## src/rtl/hazard_stall_ctrl.sv

```systemverilog
// Pipeline hazard/stall controller: scoreboard-based RAW stall, EXE redirect flush,
// memory-busy freeze, plus a registered status FSM and saturating stall-cycle counter.
module hazard_stall_ctrl #(
  parameter int REG_INDEX_BIT_WIDTH = 4,
  parameter int PIPE_DEPTH          = 3,
  parameter int CNT_WIDTH           = 16
) (
  input  logic                           i_clk,
  input  logic                           i_reset,
  input  logic                           i_dec_valid,
  input  logic [REG_INDEX_BIT_WIDTH-1:0] i_dec_src1,
  input  logic                           i_dec_src1_used,
  input  logic [REG_INDEX_BIT_WIDTH-1:0] i_dec_src2,
  input  logic                           i_dec_src2_used,
  input  logic [REG_INDEX_BIT_WIDTH-1:0] i_dec_dst,
  input  logic                           i_dec_reg_wrt_en,
  input  logic                           i_exe_redirect,
  input  logic                           i_mem_busy,
  output logic                           o_pc_en,
  output logic                           o_fe_dec_en,
  output logic                           o_fe_dec_flush,
  output logic                           o_dec_exe_en,
  output logic                           o_dec_exe_flush,
  output logic [1:0]                     o_state,
  output logic [CNT_WIDTH-1:0]           o_stall_cnt
);

  typedef enum logic [1:0] {
    ST_RUN    = 2'b00,
    ST_STALL  = 2'b01,
    ST_FROZEN = 2'b10
  } state_t;

  localparam int W = REG_INDEX_BIT_WIDTH;

  logic [PIPE_DEPTH-1:0]        r_wv;
  logic [PIPE_DEPTH-1:0][W-1:0] r_dst;
  logic [PIPE_DEPTH-1:0]        w_match;
  logic                         w_hazard;
  logic                         w_issue;
  logic                         w_new_wv;
  logic [W-1:0]                 w_new_dst;
  state_t                       r_state;
  state_t                       w_state_nxt;
  logic [CNT_WIDTH-1:0]         r_cnt;

  // Entry 0 is EXE; the last entry (WB) still counts since the regfile is read a cycle later.
  genvar g;
  generate
    for (g = 0; g < PIPE_DEPTH; g++) begin : g_match
      assign w_match[g] = r_wv[g] &
                          ((i_dec_src1_used & (r_dst[g] == i_dec_src1)) |
                           (i_dec_src2_used & (r_dst[g] == i_dec_src2)));
    end
  endgenerate

  assign w_hazard  = i_dec_valid & (|w_match);
  assign w_issue   = i_reset & ~i_mem_busy & ~i_exe_redirect & ~w_hazard;
  assign w_new_wv  = w_issue & i_dec_valid & i_dec_reg_wrt_en;
  assign w_new_dst = w_issue ? i_dec_dst : '0;

  always_comb begin
    o_pc_en         = 1'b0;
    o_fe_dec_en     = 1'b0;
    o_fe_dec_flush  = 1'b0;
    o_dec_exe_en    = 1'b0;
    o_dec_exe_flush = 1'b0;
    w_state_nxt     = ST_RUN;
    if (i_reset) begin
      if (i_mem_busy) begin
        w_state_nxt = ST_FROZEN;
      end else if (i_exe_redirect) begin
        o_pc_en         = 1'b1;
        o_fe_dec_en     = 1'b1;
        o_fe_dec_flush  = 1'b1;
        o_dec_exe_en    = 1'b1;
        o_dec_exe_flush = 1'b1;
      end else if (w_hazard) begin
        o_dec_exe_en    = 1'b1;
        o_dec_exe_flush = 1'b1;
        w_state_nxt     = ST_STALL;
      end else begin
        o_pc_en      = 1'b1;
        o_fe_dec_en  = 1'b1;
        o_dec_exe_en = 1'b1;
      end
    end
  end

  always_ff @(posedge i_clk) begin
    if (!i_reset) begin
      r_wv  <= '0;
      r_dst <= '0;
    end else if (!i_mem_busy) begin
      r_wv  <= {r_wv[PIPE_DEPTH-2:0], w_new_wv};
      r_dst <= {r_dst[PIPE_DEPTH-2:0], w_new_dst};
    end
  end

  always_ff @(posedge i_clk) begin
    if (!i_reset) r_state <= ST_RUN;
    else          r_state <= w_state_nxt;
  end

  // Counts on the registered state, so it lags the stall/freeze decision by one edge.
  always_ff @(posedge i_clk) begin
    if (!i_reset)                            r_cnt <= '0;
    else if (r_state != ST_RUN && r_cnt != '1) r_cnt <= r_cnt + 1'b1;
  end

  assign o_state     = r_state;
  assign o_stall_cnt = r_cnt;

endmodule

```

## config.mk

```make
export PLATFORM = sky130hd
export DESIGN_NAME = hazard_stall_ctrl
export DESIGN_NICKNAME = d
export VERILOG_FILES = /design/src/rtl/hazard_stall_ctrl.sv
export SDC_FILE = /design/constraint.sdc
export NUM_CORES = 1
export LEC_CHECK = 0
export CORE_MARGIN = 2
export CORE_UTILIZATION = 44
export CTS_CLUSTER_SIZE = 20
export DETAILED_ROUTE_END_ITERATION = 8
export GPL_ROUTABILITY_DRIVEN = 0
export HOLD_SLACK_MARGIN = 0.06
export PLACE_DENSITY = 0.74
export SYNTH_ARGS = -nofsm -noshare
export SYNTH_HDL_FRONTEND = slang
export SYNTH_SLANG_ARGS = --single-unit
```

## constraint.sdc

```tcl
create_clock -name i_clk -period 1.74 [get_ports i_clk]
set_clock_uncertainty 0.2 [all_clocks]
set_input_delay 0.174 -clock i_clk [delete_from_list [all_inputs] [get_ports i_clk]]
set_output_delay 0.174 -clock i_clk [all_outputs]
set_load 0.02 [all_outputs]
```

==> run metrics <==
outcome complete, but fails checks; failing checks setup timing; number of flip-flops and latches in the synthesized netlist 33; post-placement worst setup slack -775 ps; post-layout minimum cycle time 2040 ps; required time of the worst setup path 1370 ps; total I/O pin count 43; Worst-Margin Slew 315 ps; Critical Path Source Type flip-flop; DRC viols 0; Peak supply drop 0.422 mV; main flop type after synthesis dfxtp_1; GR Util All Layers 0.214; Final ANT Viol Nets 0; number of nets in the final layout 304; remaining global-route overflow 0; final cell count without fillers 334; number of port buffers 42; clk sink count 33; Final Max Tran Viols 0; final count of hold timing violations 0; die footprint 4590 sq um; critical path class flip-flop to output port; crit share post-route 1.17; Util after Layout 0.698; global-route wire length before repair 7.36 mm; share of synthesized area occupied by flip-flops and latches 0.369; Cell Area, Synth 1790 sq um; Total Power 0.00159 W; Vias 1739; starting utilization of the core area 0.454; clock root cell clkbuf_8; cell area power density 579 nW/um^2; post-detailed-routing wire length 4.60 mm; H-tree levels 2; number of antenna violations at the first check in global routing 0; Avg Vias per Cell 5.21; number of violations of the max-capacitance limit 0; final routed wire length divided by cell count 13.8 um; worst endpoint data arrival time 1660 ps; largest net degree at the start of global routing 28; ratio of cells with drive above 1 in the final layout 0.320; cell total after placement 323; clock slew at reported path FFs 70 ps; post-layout worst setup margin -297 ps; clock latency at the later pin of the worst-skew pair 290 ps; worst relative slew slack 0.790; worst min path class input port to flip-flop; worst-path maximum fanout 3; number of endpoints failing setup at the final stage 3; number of flops mapped to enable cells by yosys 0; cts bufs inserted 5; TritonCTS clock tree done; area used by multi-input combinational logic 1180 sq um; area added between synthesis and finish 53.8%; vertical extent of the die 67.8 um; synthesized area per cell 8.90 sq um; number of nets in the synthesized netlist 222; total area of sequential cells 686 sq um; element type at the critical path end output port; hold slack final 283 ps; number of antenna repair diodes 0; Core Rows 23; cells after synthesis 201; area of the core 3940 sq um; number of warnings reported in the yosys synthesis log 0; Iteration-0 DRC Markers 77; setup repair after global routing missed its margin yes; Die Wd 67.8 um; vias in the first global route 1710; first-pass iteration count of the detailed router 4; half-perimeter wire length after detailed placement 3.37 mm; Leak Pwr 1.39 nW; proportion of synthesized flip-flops having asynchronous set or reset 0; Max Freq 0.491 GHz; fillcell total 296; buffers from clock root to sink, at most 2; number of distinct library cells after synthesis 40
final cells by class:
type | instances | area share
well taps | 50 | 0.0227
multi-input cells | 159 | 0.429
inverters | 3 | 0.00409
flip-flops and latches | 33 | 0.249
repair buffers | 81 | 0.265
clock inverters | 2 | 0.00364
clock buffers | 6 | 0.0264
worst max-delay path: stages (launching register included):
cell	delay, ps
dfxtp_2	340
xor2_1	160
nor3_1	250
nand4_1	160
buf_4	170
nand3_2	70
o21ai_2	80
buf_6	140
final timing paths:
kind                               start                           to  slack [ps]  cells past startpoint
min                         i_dec_dst[3]        r_dst[3]$_SDFFE_PN0N_         280                      3
max reg2reg  o_stall_cnt[6]$_SDFFE_PN0P_  o_stall_cnt[6]$_SDFFE_PN0P_          60                      6
min reg2reg  o_stall_cnt[1]$_SDFFE_PN0P_  o_stall_cnt[1]$_SDFFE_PN0P_         330                      2
max               r_dst[10]$_SDFFE_PN0N_                      o_pc_en        -300                      7
registers in the layout, summed over array words and instances (netlist names):
| signal | cells |
|---|---|
| r_dst | 12 |
| o_state | 2 |
| o_stall_cnt | 16 |
| r_wv | 3 |
Yosys cell counts, types with 2 or more instances:
| cell | n | area share |
|---|---|---|
| nand2_1 | 15 | 0.031 |
| nand4_1 | 8 | 0.028 |
| mux2i_1 | 13 | 0.073 |
| xnor2_1 | 9 | 0.044 |
| nor2_1 | 32 | 0.067 |
| a21oi_1 | 4 | 0.011 |
| o211ai_1 | 2 | 0.0084 |
| inv_1 | 2 | 0.0042 |
| o21ai_0 | 4 | 0.011 |
| buf_1 | 4 | 0.0084 |
| dfxtp_1 | 33 | 0.37 |
| and2_1 | 3 | 0.010 |
| nand3_1 | 7 | 0.020 |
| and3_1 | 4 | 0.014 |
| xor2_1 | 26 | 0.13 |
| o211a_1 | 2 | 0.011 |
| o32ai_1 | 4 | 0.020 |
| nor3_1 | 7 | 0.020 |
kinds of logic after synthesis:
group           Yosys count  share of synthesized area
compound gates           23                      0.102
xor+xnor                 35                      0.171
fa+ha+maj                 1                    0.00699
buf+inv                   9                     0.0252
flops                    33                      0.369
mux                      13                     0.0727
simple gates             87                      0.252
cells in the final DEF, fill, tap and decap left out, types with 4 or more instances in the layout:
| cell | synthesis | layout |
|---|---|---|
| a21oi_1 | 4 | 4 |
| and3_1 | 4 | 4 |
| buf_4 | 1 | 39 |
| clkbuf_8 | 0 | 5 |
| clkdlybuf4s50_1 | 0 | 19 |
| dfxtp_1 | 33 | 17 |
| dfxtp_2 | 0 | 14 |
| dlygate4sd2_1 | 0 | 8 |
| dlymetal6s2s_1 | 0 | 11 |
| mux2i_1 | 13 | 13 |
| nand2_1 | 15 | 15 |
| nand3_1 | 7 | 5 |
| nand4_1 | 8 | 8 |
| nor2_1 | 32 | 31 |
| nor3_2 | 1 | 4 |
| o32ai_1 | 4 | 4 |
| xnor2_1 | 9 | 9 |
| xor2_1 | 26 | 21 |
| xor2_2 | 0 | 5 |
report_power, final:
group / internal, W / switching, W
sequential: 0.000771 / 0.0000191
clock: 0.000277 / 0.000284
combinational: 0.000127 / 0.000117
total: 0.00117 / 0.000421
layer usage:
metal | global-route usage | wire [um] | vias to the layer above
met5 | 0 | 0 | -
met4 | 0.0700 | 51 | 0
met3 | 0.0450 | 200 | 6
met2 | 0.406 | 2480 | 45
met1 | 0.234 | 1870 | 821
li1 | - | - | 867
per-stage QoR:
stage / instance area [sq um] / setup TNS, ps
2_1_floorplan: 1810 / -5.25
3_3_place_gp: 2520 / -4040
3_5_place_dp: 2520 / -4120
4_1_cts: 2650 / -807
5_1_grt: 2750 / -1090
6_report: 2750 / -864
what timing repair did:
item	4_1_cts	5_1_grt
pin swaps	8	5
resized for setup	42	28
buffers inserted	2	1
setup endpoints to repair	7	25
hold buffers	0	0
(Power assumes the default switching activity.)
